**src/rtl/pushbox_pkg.sv**
```systemverilog
// Shared Pushbox types: move command encoding, key bit positions and arbiter states.
package pushbox_pkg;

    typedef enum logic [2:0] {
        CMD_NONE    = 3'd0,
        CMD_UP      = 3'd1,
        CMD_DOWN    = 3'd2,
        CMD_LEFT    = 3'd3,
        CMD_RIGHT   = 3'd4,
        CMD_RESTART = 3'd5
    } cmd_t;

    typedef enum logic [0:0] {
        ARB_IDLE  = 1'b0,
        ARB_VALID = 1'b1
    } arb_state_t;

    localparam int         NUM_KEYS    = 5;
    localparam logic [2:0] KEY_RESTART = 3'd4;
    localparam logic [2:0] KEY_UP      = 3'd3;
    localparam logic [2:0] KEY_DOWN    = 3'd2;
    localparam logic [2:0] KEY_LEFT    = 3'd1;
    localparam logic [2:0] KEY_RIGHT   = 3'd0;

    function automatic cmd_t key_to_cmd(input logic [2:0] key_idx);
        cmd_t c;
        case (key_idx)
            KEY_RESTART: c = CMD_RESTART;
            KEY_UP:      c = CMD_UP;
            KEY_DOWN:    c = CMD_DOWN;
            KEY_LEFT:    c = CMD_LEFT;
            KEY_RIGHT:   c = CMD_RIGHT;
            default:     c = CMD_NONE;
        endcase
        return c;
    endfunction

endpackage

```
**src/rtl/key_debounce.sv**
```systemverilog
// One button: 2-flop synchroniser, debounce, press pulse and optional hold-to-repeat pulses.
module key_debounce #(
    parameter int DEBOUNCE_CYCLES = 1000000,
    parameter int REPEAT_DELAY    = 50000000,
    parameter int REPEAT_PERIOD   = 15000000,
    parameter bit REPEAT_EN       = 1'b1
) (
    input  logic clk,
    input  logic rst,
    input  logic key_raw,
    output logic press,
    output logic rpt
);

    localparam int DB_W     = $clog2(DEBOUNCE_CYCLES);
    localparam int HOLD_MAX = (REPEAT_DELAY > REPEAT_PERIOD) ? REPEAT_DELAY : REPEAT_PERIOD;
    localparam int HOLD_W   = (HOLD_MAX > 1) ? $clog2(HOLD_MAX) : 1;
    localparam bit RPT_ON   = REPEAT_EN && (REPEAT_PERIOD != 0);
    localparam logic [DB_W-1:0] DB_LAST = DB_W'(DEBOUNCE_CYCLES - 1);

    logic              sync1_r;
    logic              sync2_r;
    logic              stable_r;
    logic [DB_W-1:0]   db_cnt_r;
    logic              press_r;
    logic              rpt_r;
    logic [HOLD_W-1:0] hold_cnt_r;
    logic              rpt_phase_r;
    logic              accept_s;
    logic [31:0]       hold_target_s;
    logic              hold_done_s;

    // Level change acceptance and repeat-interval comparison
    always_comb begin
        accept_s = (sync2_r != stable_r) && (db_cnt_r == DB_LAST);
        if (rpt_phase_r) begin
            hold_target_s = 32'(REPEAT_PERIOD);
        end else begin
            hold_target_s = 32'(REPEAT_DELAY);
        end
        hold_done_s = (32'(hold_cnt_r) + 32'd1) >= hold_target_s;
    end

    // Synchroniser, debounce counter, stable level and press pulse
    always_ff @(posedge clk) begin
        if (rst) begin
            sync1_r  <= 1'b0;
            sync2_r  <= 1'b0;
            stable_r <= 1'b0;
            db_cnt_r <= '0;
            press_r  <= 1'b0;
        end else begin
            sync1_r <= key_raw;
            sync2_r <= sync1_r;
            press_r <= accept_s && sync2_r;
            if (sync2_r != stable_r) begin
                if (accept_s) begin
                    stable_r <= sync2_r;
                    db_cnt_r <= '0;
                end else begin
                    db_cnt_r <= db_cnt_r + DB_W'(1);
                end
            end else begin
                db_cnt_r <= '0;
            end
        end
    end

    // Hold timer: first repeat after REPEAT_DELAY, then every REPEAT_PERIOD; release or falling edge resets it
    always_ff @(posedge clk) begin
        if (rst) begin
            hold_cnt_r  <= '0;
            rpt_phase_r <= 1'b0;
            rpt_r       <= 1'b0;
        end else if (!RPT_ON || !stable_r || accept_s) begin
            hold_cnt_r  <= '0;
            rpt_phase_r <= 1'b0;
            rpt_r       <= 1'b0;
        end else if (hold_done_s) begin
            hold_cnt_r  <= '0;
            rpt_phase_r <= 1'b1;
            rpt_r       <= 1'b1;
        end else begin
            hold_cnt_r  <= hold_cnt_r + HOLD_W'(1);
            rpt_r       <= 1'b0;
        end
    end

    assign press = press_r;
    assign rpt   = rpt_r;

endmodule

```
**src/rtl/key_cmd_arbiter.sv**
```systemverilog
// Pushbox button front end: per-key event pending bits arbitrated by fixed priority into a valid/ready command.
module key_cmd_arbiter
    import pushbox_pkg::*;
#(
    parameter int DEBOUNCE_CYCLES = 1000000,
    parameter int REPEAT_DELAY    = 50000000,
    parameter int REPEAT_PERIOD   = 15000000
) (
    input  logic       clk,
    input  logic       rst,
    input  logic       en,
    input  logic [4:0] key_raw,
    output logic       cmd_valid,
    output logic [2:0] cmd,
    input  logic       cmd_ready,
    output logic       cmd_drop
);

    logic [NUM_KEYS-1:0] press_s;
    logic [NUM_KEYS-1:0] rpt_s;
    logic [NUM_KEYS-1:0] evt_s;
    logic [NUM_KEYS-1:0] pend_r;
    logic [NUM_KEYS-1:0] pend_next_s;
    logic [NUM_KEYS-1:0] grant_s;
    logic [NUM_KEYS-1:0] clr_s;
    logic [2:0]          grant_idx_s;
    logic                drop_s;
    logic                cmd_drop_r;
    logic                cmd_valid_r;
    cmd_t                cmd_r;
    arb_state_t          state_r;

    for (genvar k = 0; k < NUM_KEYS; k++) begin : g_key
        key_debounce #(
            .DEBOUNCE_CYCLES(DEBOUNCE_CYCLES),
            .REPEAT_DELAY   (REPEAT_DELAY),
            .REPEAT_PERIOD  (REPEAT_PERIOD),
            .REPEAT_EN      (k != int'(KEY_RESTART))
        ) u_key (
            .clk    (clk),
            .rst    (rst),
            .key_raw(key_raw[k]),
            .press  (press_s[k]),
            .rpt    (rpt_s[k])
        );
    end

    // Fixed-priority grant, pending-bit update and drop detection
    always_comb begin
        evt_s       = press_s | rpt_s;
        grant_s     = '0;
        grant_idx_s = KEY_RIGHT;
        if (state_r == ARB_IDLE) begin
            if (pend_r[KEY_RESTART]) begin
                grant_idx_s = KEY_RESTART;
            end else if (pend_r[KEY_UP]) begin
                grant_idx_s = KEY_UP;
            end else if (pend_r[KEY_DOWN]) begin
                grant_idx_s = KEY_DOWN;
            end else if (pend_r[KEY_LEFT]) begin
                grant_idx_s = KEY_LEFT;
            end else begin
                grant_idx_s = KEY_RIGHT;
            end
            grant_s = pend_r & (5'b00001 << grant_idx_s);
        end else begin
            grant_s = '0;
        end
        // A restart grant flushes every queued direction along with itself
        if (grant_s[KEY_RESTART]) begin
            clr_s = 5'b11111;
        end else begin
            clr_s = grant_s;
        end
        if (en) begin
            pend_next_s = (pend_r & ~clr_s) | evt_s;
            drop_s      = |(evt_s & pend_r & ~clr_s);
        end else begin
            pend_next_s = '0;
            drop_s      = 1'b0;
        end
    end

    // Pending register and registered drop pulse
    always_ff @(posedge clk) begin
        if (rst) begin
            pend_r     <= '0;
            cmd_drop_r <= 1'b0;
        end else begin
            pend_r     <= pend_next_s;
            cmd_drop_r <= drop_s;
        end
    end

    // Command handshake FSM with registered cmd/cmd_valid
    always_ff @(posedge clk) begin
        if (rst) begin
            state_r     <= ARB_IDLE;
            cmd_valid_r <= 1'b0;
            cmd_r       <= CMD_NONE;
        end else begin
            case (state_r)
                ARB_IDLE: begin
                    if (|grant_s) begin
                        state_r     <= ARB_VALID;
                        cmd_valid_r <= 1'b1;
                        cmd_r       <= key_to_cmd(grant_idx_s);
                    end else begin
                        cmd_valid_r <= 1'b0;
                        cmd_r       <= CMD_NONE;
                    end
                end
                ARB_VALID: begin
                    if (cmd_ready) begin
                        state_r     <= ARB_IDLE;
                        cmd_valid_r <= 1'b0;
                        cmd_r       <= CMD_NONE;
                    end else begin
                        cmd_valid_r <= 1'b1;
                    end
                end
                default: begin
                    state_r     <= ARB_IDLE;
                    cmd_valid_r <= 1'b0;
                    cmd_r       <= CMD_NONE;
                end
            endcase
        end
    end

    assign cmd_valid = cmd_valid_r;
    assign cmd       = cmd_r;
    assign cmd_drop  = cmd_drop_r;

endmodule

```
**config.mk**
```make
export PLATFORM = sky130hd
export DESIGN_NAME = key_cmd_arbiter
export DESIGN_NICKNAME = d
export VERILOG_FILES = /design/src/rtl/pushbox_pkg.sv /design/src/rtl/key_debounce.sv /design/src/rtl/key_cmd_arbiter.sv
export SDC_FILE = /design/constraint.sdc
export NUM_CORES = 1
export LEC_CHECK = 0
export CAP_MARGIN = 20
export CORE_ASPECT_RATIO = 1.25
export CORE_MARGIN = 2
export CORE_UTILIZATION = 24
export DETAILED_ROUTE_END_ITERATION = 8
export SYNTH_ARGS = -nofsm -noshare
export SYNTH_HDL_FRONTEND = slang
export SYNTH_SLANG_ARGS = --single-unit
export TNS_END_PERCENT = 100
```
**constraint.sdc**
```tcl
create_clock -name clk -period 3.9 [get_ports clk]
set_clock_uncertainty 0.15 [all_clocks]
set_input_delay 0.78 -clock clk [delete_from_list [all_inputs] [get_ports clk]]
set_output_delay 0.78 -clock clk [all_outputs]
set_load 0.005 [all_outputs]
```
==> reports/qor.yml, run 1 <==
floorplan:
  initial_core_util_pct: 24.4
  ios: 14
  die_w_um: 204
  dieArea_mm2: 0.0520
  rows: 91
  die_h_um: 254
  core_area_mm2: 0.0494
yosys:
  synth_top_area_cell: "dfxtp_1"
  yosysWarnings: 0
  synth_most_common_cell: "dfxtp_1"
  async_reset_ff_share_pct: 0
  ys_seq_elements: 242
  synth_top_area_share_pct: 40.2
  syn_inst: 1408
  synthFlopType: "dfxtp_1"
  syn_avg_cell_area_um2: 8.55
  synthesis.area_mm2: 0.0120
  yosysUniqueCellTypes: 73
  synth_common_cells: "dfxtp_1 (242), nor2_1 (225), nand2_1 (104)"
  synth_edf_count: 0
  synth_nets: 1461
  synth_area_leaders: "dfxtp_1 (40%), xnor2_1 (7.5%), nor2_1 (7.0%)"
  seq_area_frac_synth_pct: 40.2
clock_tree:
  cts_setup_buffers: 0
  ctsHoldBuffers: 0
  clkSlewWorstSetupHoldPaths_ps: 60
  htreeDepth: 1
  cts_buffers: 25
  cts_root_buf: "clkbuf_16"
  cts_resized: 0
  cts_sinks: 242
  cts_tree: "built"
  clockBufferDepth: 3
  insertion_delay_ps: 530
cells_and_area:
  syn2layout_area_growth_pct: 14.8
  drive_gt1_share_pct: 8.49
  final_cell_area_mm2: 0.0138
  nets: 1485
  diodes: 0
  layout.cells.non_filler: 2099
route:
  drt_pass1_iterations: 4
  post-route-drc-count: 0
  dr_total_vias: 9450
  drtIter0Drc: 330
  postRouteAntennaNets: 0
  totalWireLength_um: 23600
  viasPerCell: 4.50
  wl_per_cell_um: 11.2
critical_path:
  crit_type: "reg -> reg"
  end_kind: "register"
  max_stage_delay_ps: 560
  start_kind: "register"
  crit_chain: "nand4_1, or4_1, or4_4, nor2_2, xor2_1, ha_1, nand3_1, o22ai_1, a311o_1, a211o_4, buf_4, nor2_1"
  cp.required_ps: 4210
  cp_slowest_cell: "or4_1"
  cp_max_fo: 13
  crit_arrival_ps: 3960
sta:
  period_needed_ps: 3650
  slew_headroom_pct: 44.2
  fmaxAchievable_mhz: 274
  worst_slack_ps: 252
  hold_viol_final: 0
  grt_setup_unrepaired: "no"
  holdWs_ps: 294
  tightest_slew_ps: 836
  maxSlewViolCount: 0
  setup_viol: 0
  finalCritPeriodShare_pct: 93.5
  tns_ps: 0
placed_design:
  dp_hpwl_um: 17100
  place_area_mm2: 0.0130
  pre_cts_ws_ps: 97.9
  gp_congestion: 0.843
  io_buffer_count: 13
  dp.cells: 2056
outcome:
  outcome: "finished clean"
global_routing:
  grtUsageTotal_pct: 9.21
  grt_pass1_wl_um: 41600
  grt_pass1_vias: 9328
  grt_max_degree: 27
  grt-ovfl-total: 0
  antenna_found_initial: 0
power:
  irDropWorstVdd_uv: 228
  leakage_nw: 4.60
  powerDensity_mw_per_mm2: 341
min_path:
  hold_class: "reg -> reg"
run:
  drv_cap: 0
final timing paths:
| path | slack (ps) | cells past startpoint | startpoint | end |
|---|---|---|---|---|
| max | 250 | 12 | g_key[1].u_key.hold_cnt_r[5]$_SDFF_PP0_ | g_key[1].u_key.hold_cnt_r[21]$_SDFF_PP0_ |
| min | 290 | 1 | g_key[4].u_key.sync1_r$_SDFF_PP0_ | g_key[4].u_key.sync2_r$_SDFF_PP0_ |
| max reg2reg | 250 | 12 | g_key[1].u_key.hold_cnt_r[5]$_SDFF_PP0_ | g_key[1].u_key.hold_cnt_r[21]$_SDFF_PP0_ |
| min reg2reg | 290 | 1 | g_key[4].u_key.sync1_r$_SDFF_PP0_ | g_key[4].u_key.sync2_r$_SDFF_PP0_ |
metal layers:
layer | routed length, um | GRT usage [%] | up-vias
met4 | 423 | 2.88 | 0
met2 | 11700 | 16.9 | 98
li1 | - | - | 4926
met3 | 805 | 1.64 | 28
met5 | 0 | 0 | -
met1 | 10600 | 10.8 | 4398
report_power, final:
group	internal [mW]	leakage [nW]	switching, mW	total, mW
combinational	0.0142	2.29	0.0189	0.0331
clock	1.21	0.351	0.990	2.20
sequential	2.48	1.95	0.00391	2.48
total	3.70	4.60	1.01	4.72
layout make-up:
type                       instances  area [um^2]
tap                              651          815
fill                            5247        35600
multi-input combinational       1084         6900
inverter                          36          135
timing repair buffer              43          372
sequential                       242         4850
clock buffer                      30          654
clock inverter                    13         98.8
critical path, delay by kind of cell (launching register included):
family / cells / cell delay, ps
xor gates and xnor gates: 1 / 190
and+or+nand+nor: 6 / 1550
AOI/OAI and AO/OA: 3 / 840
DFF: 1 / 390
adders and majority gates: 1 / 280
buffers and inverters: 1 / 190
state kept, by name (all words and copies together), names as in the netlist:
name,flops
g_key.u_key.stable_r,5
g_key.u_key.sync1_r,5
pend_r,5
g_key.u_key.rpt,4
g_key.u_key.sync2_r,5
g_key.u_key.db_cnt_r,100
g_key.u_key.rpt_phase_r,4
cmd,3
g_key.u_key.press,5
cmd_drop,1
state_r,1
g_key.u_key.hold_cnt_r,104
metrics by stage:
stage / power, mW / util [%]
3_5_place_dp: 2.57 / 26.3
6_report: 4.72 / 28.0
5_1_grt: 4.92 / 28.0
2_1_floorplan: 2.56 / -
3_3_place_gp: 2.57 / 26.3
4_1_cts: 4.81 / 27.8
placed cells by master (no fill, tap or decap), types with 24 or more instances in the layout:
master and n:
dfxtp_1 238, nor2_1 224, nand2_1 104, xnor2_1 102, xor2_1 83, nand3_1 76
nand4_1 49, nor2b_1 45, ha_1 43, and3_1 37, inv_1 36, nor3_1 32
buf_4 28, a21oi_1 26, clkbuf_16 25, o21ai_0 24
kinds of logic after synthesis:
| group | Yosys count | synth area share, % |
|---|---|---|
| and+or+nand+nor | 718 | 30.5 |
| AOI/OAI and AO/OA | 125 | 7.23 |
| buffers and inverters | 82 | 2.98 |
| adders and majority gates | 44 | 4.57 |
| muxes | 11 | 0.935 |
| DFF | 242 | 40.2 |
| xor gates and xnor gates | 186 | 13.5 |
(Power assumes the default switching activity.)
==> run 2: changes to the inputs <==
- CORE_UTILIZATION: 24 -> 57
- CTS_BUF_LIST: unset -> sky130_fd_sc_hd__clkbuf_4
- PLACE_DENSITY: unset -> 0.73
- clock period: 3.9 -> 4.64 ns (I/O delays scaled with it)
==> run 2 against run 1 <==
Highest routed layer unchanged. Critical path depth fell by 1. Total power shrank 20%. Via count grew 2.9%. Sequential share of layout area is 1.9 points higher. Register-to-register slack gained 300 ps. Sequential cell count unchanged.
==> reports/qor.yml, run 2 (synthesis gave the netlist of run 1 again) <==
power:
  p_sw_mw: 0.882  # -13%
  seqPwrFrac_pct: 55.5  # +2.9 points
  comb_power_share_pct: 0.8  # about the same
  leakage_nw: 4.55  # -1.1%
  clock_power_share_pct: 43.7  # -3.0 points
  irDropWorstVdd_uv: 231  # +1.3%
  powerDensity_mw_per_mm2: 286  # -16%
  switching_share_pct: 23.5  # +2.0 points
  p_int_mw: 2.87  # -22%
route:
  drt_pass1_iterations: 4  # unchanged
  post-route-drc-count: 0  # unchanged
  totalWireLength_um: 22700  # -3.6%
  wl_met1_um: 10200  # -3.7%
  wl_per_cell_um: 12.8  # +14%
  met3_length_um: 812  # +0.87%
  postRouteAntennaNets: 0  # unchanged
  drtIter0Drc: 356  # +7.9%
  dr_total_vias: 9720  # +2.9%
  viasPerCell: 5.48  # +22%
  wl_met2_um: 11100  # -5.3%
  routed.top_layer: "met4"
sta:
  holdWs_ps: 279  # -14.3 ps
  fmaxAchievable_mhz: 245  # -11%
  hold_viol_final: 0  # unchanged
  tightest_slew_ps: 963  # +127 ps
  grt_setup_unrepaired: "no"
  maxSlewViolCount: 0  # unchanged
  finalCritPeriodShare_pct: 88.1  # -5.5 points
  setup_viol: 0  # unchanged
  period_needed_ps: 4090  # +439 ps
  slew_headroom_pct: 35.5  # -8.7 points
  tns_ps: 0  # unchanged
run:
  drv_cap: 0  # unchanged
critical_path:
  cp.required_ps: 5110  # +900 ps
  critPathTopFamily: "simple AND/OR/NAND/NOR gates"
  crit_chain: "nand3_1, or4_1, or4_1, nor2_1, xor2_1, ha_1, nand3_1, o22ai_1, a311o_1, a211o_1, o21ba_1"
  cp_slowest_cell: "or4_1"
  max_stage_delay_ps: 620  # +60 ps
  crit_type: "reg -> reg"
  cp_max_fo: 25  # +12
  start_kind: "register"
  end_kind: "register"
  crit_arrival_ps: 4560  # +600 ps
  crit_buf_inv: 0  # -1
cells_and_area:
  largest_reg_flops: 104  # unchanged
  top_register: "g_key.u_key.hold_cnt_r"
  multi_input_area_mm2: 0.00684  # -0.87%
  drive_gt1_share_pct: 9.81  # +1.3 points
  nets: 1504  # +1.3%
  layout_common_cells: "dfxtp_1 (242), nor2_1 (225), nand2_1 (104), xnor2_1 (103), xor2_1 (83)"
  layout.cells.non_filler: 1773  # -16%
  regArea_mm2: 0.00484  # -0.10%
  fill_cells: 1859  # -65%
  final_cell_area_mm2: 0.0131  # -5.1%
  final_common_cell: "dfxtp_1"
  syn2layout_area_growth_pct: 8.91
  top_regs: "g_key.u_key.hold_cnt_r x104, g_key.u_key.db_cnt_r x100"
min_path:
  hold_class: "reg -> reg"
placed_design:
  io_buffer_count: 13  # unchanged
  dp.cells: 1663  # -19%
  gp_congestion: 0.871  # +3.3%
  place_area_mm2: 0.0124  # -4.6%
  dp_hpwl_um: 15900  # -7.2%
clock_tree:
  cts_tree: "built"
  cts_setup_buffers: 0  # unchanged
  clkSlewWorstSetupHoldPaths_ps: 70  # about the same
  ctsHoldBuffers: 0  # unchanged
  cts_buffers: 60  # +140%
  insertion_delay_ps: 700  # +170 ps
  cts_root_buf: "clkbuf_4"
  cts_resized: 0  # unchanged
  htreeDepth: 2  # +1
  cts_sinks: 242  # unchanged
  clockBufferDepth: 3  # unchanged
global_routing:
  grt_pass1_vias: 9325  # -0.032%
  grt_pass1_wl_um: 39900  # -4.1%
  antenna_found_initial: 1  # +1
  grtUsageTotal_pct: 20.6  # +11 points
  grt-ovfl-total: 0  # unchanged
  grt_max_degree: 30  # +11%
floorplan:
  die_w_um: 134  # -34%
  rows: 59  # -35%
  initial_core_util_pct: 58.1  # +34 points
  dieArea_mm2: 0.0223  # -57%
  core_area_mm2: 0.0207  # -58%
  ios: 14  # unchanged
  die_h_um: 167  # -35%
outcome:
  outcome: "finished clean"
[run 2: changes by cell type in the layout (fill, tap and decap cells not counted), sizes merged]
cell,delta
buf,-16
clkbuf,+45
clkinv,+30
clkinvlp,-5
diode,+1
inv,-4
[run 2: final timing paths]
path                            cells past startpoint  slack, ps                                startpoint                                       to
worst max register to register                     11        550  g_key[1].u_key.hold_cnt_r[10]$_SDFF_PP0_  g_key[1].u_key.hold_cnt_r[5]$_SDFF_PP0_
worst max-delay path                               11        550  g_key[1].u_key.hold_cnt_r[10]$_SDFF_PP0_  g_key[1].u_key.hold_cnt_r[5]$_SDFF_PP0_
worst min-delay path                                1        280         g_key[1].u_key.sync1_r$_SDFF_PP0_        g_key[1].u_key.sync2_r$_SDFF_PP0_
worst min register to register                      1        280         g_key[1].u_key.sync1_r$_SDFF_PP0_        g_key[1].u_key.sync2_r$_SDFF_PP0_
[run 2: final cells by class]
type | count | share of cell area (%)
Multi-Input combinational cell | 1084 | 52.1
Sequential cell | 242 | 36.9
Clock buffer | 75 | 4.29
Tap cell | 274 | 2.61
Timing Repair Buffer | 27 | 1.79
Clock inverter | 34 | 1.17
Inverter | 36 | 1.03
Antenna cell | 1 | 0.0191
[run 2: per-layer routing]
layer | up-vias | GRT usage, %
met5 | - | 0
met4 | 0 | 7.83
met3 | 54 | 4.47
met2 | 136 | 36.6
met1 | 4522 | 24.3
li1 | 5008 | -
[run 2: power by group through the flow]
stage	clock, mW	sequential [mW]	combinational, mW
after floorplan	0	2.13	0.0168
after global placement	0	2.13	0.0285
after detailed placement	0	2.13	0.0286
after CTS	1.71	2.08	0.0290
after global routing	1.83	2.08	0.0320
final	1.64	2.08	0.0284
[run 2: per-stage QoR]
step	setup WS, ps	util, %	power, mW
after global routing	246	63.2	3.94
after floorplan	932	-	2.15
after CTS	519	63.2	3.83
final	553	63.2	3.75
after global placement	642	59.8	2.16
after detailed placement	524	59.8	2.16
==> run 3: changes to the inputs <==
- CELL_PAD_IN_SITES_DETAIL_PLACEMENT: unset -> 1
- CELL_PAD_IN_SITES_GLOBAL_PLACEMENT: unset -> 1
- CORE_UTILIZATION: 57 -> 54
- GPL_ROUTABILITY_DRIVEN: unset -> 0
- PLACE_DENSITY: 0.73 -> unset
- PLACE_DENSITY_LB_ADDON: unset -> 0.1
==> run 3 against run 2 <==
Die area increased by 5.4%. Non-clock buffer count rose by 2. Global-route usage is 3.4 points higher. Critical endpoint is now g_key[1].u_key.hold_cnt_r[7]$_SDFF_PP0_. Maximum frequency down 2.0%. Largest cell class unchanged. Sequential power hardly changed. Wire length grew 20%. Worst setup slack worse by 82 ps. Register-to-register slack got worse by 80 ps. Cell area increased by 0.55%. Hold slack improved by 31 ps. First-iteration DRC count decreased by 20%.
==> reports/qor.yml, run 3 (synthesis gave the netlist of run 1 again) <==
outcome:
  outcome: "finished clean"
route:
  post-route-drc-count: 0  # unchanged
  postRouteAntennaNets: 0  # unchanged
  dr_total_vias: 10000  # +3.1%
  totalWireLength_um: 27200  # +20%
  wl_per_cell_um: 15.3  # +19%
  viasPerCell: 5.61  # +2.3%
  drtIter0Drc: 286  # -20%
  drt_pass1_iterations: 4  # unchanged
power:
  irDropWorstVdd_uv: 203  # -12%
  p_int_mw: 2.98  # +3.9%
  comb_power_share_pct: 0.8  # about the same
  switching_share_pct: 23.0  # -0.52 points
  powerDensity_mw_per_mm2: 294  # +2.7%
  p_sw_mw: 0.891  # +0.93%
  leakage_nw: 4.58  # +0.75%
  seqPwrFrac_pct: 53.8  # -1.7 points
  clock_power_share_pct: 45.4  # +1.7 points
cells_and_area:
  syn2layout_area_growth_pct: 9.52
  top_regs: "g_key.u_key.hold_cnt_r x104, g_key.u_key.db_cnt_r x100"
  top_register: "g_key.u_key.hold_cnt_r"
  drive_gt1_share_pct: 9.99  # +0.17 points
  nets: 1505  # +0.066%
  final_common_cell: "dfxtp_1"
  largest_reg_flops: 104  # unchanged
  final_cell_area_mm2: 0.0132  # +0.55%
  layout_common_cells: "dfxtp_1 (242), nor2_1 (225), nand2_1 (104), xnor2_1 (103)"
sta:
  period_needed_ps: 4170  # +81.6 ps
  hold_viol_final: 0  # unchanged
  slew_headroom_pct: 31.9  # -3.6 points
  grt_setup_unrepaired: "no"
  tightest_slew_ps: 1020  # +53.8 ps
  setup_viol: 0  # unchanged
  maxSlewViolCount: 0  # unchanged
  tns_ps: 0  # unchanged
  finalCritPeriodShare_pct: 89.8  # +1.8 points
  fmaxAchievable_mhz: 240  # -2.0%
clock_tree:
  htreeDepth: 2  # unchanged
  cts_root_buf: "clkbuf_4"
  ctsHoldBuffers: 0  # unchanged
  cts_buffers: 59  # -1.7%
  cts_tree: "built"
  cts_sinks: 242  # unchanged
  clockBufferDepth: 3  # unchanged
  cts_resized: 0  # unchanged
  cts_setup_buffers: 0  # unchanged
  insertion_delay_ps: 710  # about the same
  clkSlewWorstSetupHoldPaths_ps: 70  # about the same
global_routing:
  grt_pass1_wl_um: 47100  # +18%
  grtUsageTotal_pct: 24.1  # +3.4 points
  antenna_found_initial: 1  # unchanged
  grt-ovfl-total: 0  # unchanged
  grt_max_degree: 27  # -10%
  grt_pass1_vias: 10500  # +12%
critical_path:
  reg2reg_depth: 12  # +1
  crit_chain: "nand4_1, or4_1, or4_1, nor2_1, xor2_1, ha_1, nand3_1, o22ai_1, a311o_1, a211o_1, buf_4, nor2_1"
  crit_arrival_ps: 4660  # +100 ps
  crit_start: "g_key[1].u_key.hold_cnt_r[4]$_SDFF_PP0_"
  cp_slowest_cell: "or4_1"
  r2r-end: "g_key[1].u_key.hold_cnt_r[7]$_SDFF_PP0_"
  crit_type: "reg -> reg"
  start_kind: "register"
  cp.required_ps: 5130  # +20 ps
  ff2ff_setup_slack_ps: 470  # -80 ps
  max_stage_delay_ps: 610  # about the same
  end_kind: "register"
  crit-reg2reg-launch: "g_key[1].u_key.hold_cnt_r[4]$_SDFF_PP0_"
  cp_max_fo: 23  # -8.0%
floorplan:
  die_w_um: 138  # +2.7%
  ios: 14  # unchanged
  core_area_mm2: 0.0221  # +6.3%
  rows: 61  # +3.4%
  die_h_um: 171  # +2.7%
  dieArea_mm2: 0.0235  # +5.4%
  initial_core_util_pct: 54.6  # -3.5 points
min_path:
  holdPathStages: 1  # unchanged
  min_to: "g_key[1].u_key.db_cnt_r[0]$_SDFF_PP0_"
  hold_class: "reg -> reg"
  hp-start: "g_key[1].u_key.db_cnt_r[0]$_SDFF_PP0_"
placed_design:
  place_area_mm2: 0.0124  # +0.21%
  dp_hpwl_um: 19400  # +22%
  io_buffer_count: 13  # unchanged
run:
  drv_cap: 0  # unchanged
run 3: cell count changes in the layout (fill, tap and decap cells not counted), sizes merged:
cell,previous run,this run
buf,14,16
bufinv,0,1
clkbuf,75,83
clkinv,33,26
clkinvlp,1,0
inv,36,37
run 3: stage by stage:
step | utilization [%] | std cells | power, mW | hold slack (ps) | worst slack (ps)
after floorplan | - | 1408 | 2.15 | 264 | 932
after global placement | 56.3 | 1674 | 2.16 | 268 | 592
after detailed placement | 56.3 | 1674 | 2.16 | 297 | 469
after CTS | 59.8 | 1785 | 3.94 | 319 | 452
after global routing | 59.8 | 1786 | 4.05 | 329 | 148
final | 59.8 | 1786 | 3.87 | 310 | 471
run 3: area by class of cell:
cell class / instances / area, um^2
Inverter: 36 / 135
Clock buffer: 83 / 623
Sequential cell: 242 / 4840
Timing Repair Buffer: 29 / 250
Clock inverter: 28 / 140
Multi-Input combinational cell: 1084 / 6840
Antenna cell: 1 / 2.50
Tap cell: 283 / 354
Fill cell: 2675 / 8870
run 3: critical path: cells and delay by family, from the launching register on:
family / cells / cell delay (ps)
and+or+nand+nor: 6 / 1680
AOI/OAI and AO/OA: 3 / 1030
DFF: 1 / 480
adders and majority gates: 1 / 290
buffers and inverters: 1 / 280
xor gates and xnor gates: 1 / 210
run 3: worst max-delay path by stage:
stage                     cells past startpoint                                       end
after floorplan                              13  g_key[1].u_key.hold_cnt_r[10]$_SDFF_PP0_
after global placement                       12  g_key[1].u_key.hold_cnt_r[12]$_SDFF_PP0_
after detailed placement                     12  g_key[1].u_key.hold_cnt_r[12]$_SDFF_PP0_
after CTS                                    14   g_key[2].u_key.hold_cnt_r[4]$_SDFF_PP0_
after global routing                         14   g_key[2].u_key.hold_cnt_r[7]$_SDFF_PP0_
final                                        12   g_key[1].u_key.hold_cnt_r[7]$_SDFF_PP0_
run 3: power groups by stage:
| stage | registers, mW | logic (mW) | clock network, mW |
|---|---|---|---|
| 6_report | 2.08 | 0.0300 | 1.76 |
| 3_3_place_gp | 2.13 | 0.0293 | 0 |
| 4_1_cts | 2.08 | 0.0308 | 1.82 |
| 2_1_floorplan | 2.13 | 0.0168 | 0 |
| 5_1_grt | 2.08 | 0.0334 | 1.94 |
| 3_5_place_dp | 2.13 | 0.0301 | 0 |
run 3: routing by layer:
metal,up-vias,GRT usage (%),wire (um),part of all wire (%)
li1,5013,-,-,-
met1,4816,27.3,11700,43
met2,126,43.9,14000,51
met3,62,4.41,729,2.7
met4,0,9.59,780,2.9
met5,-,0,0,0
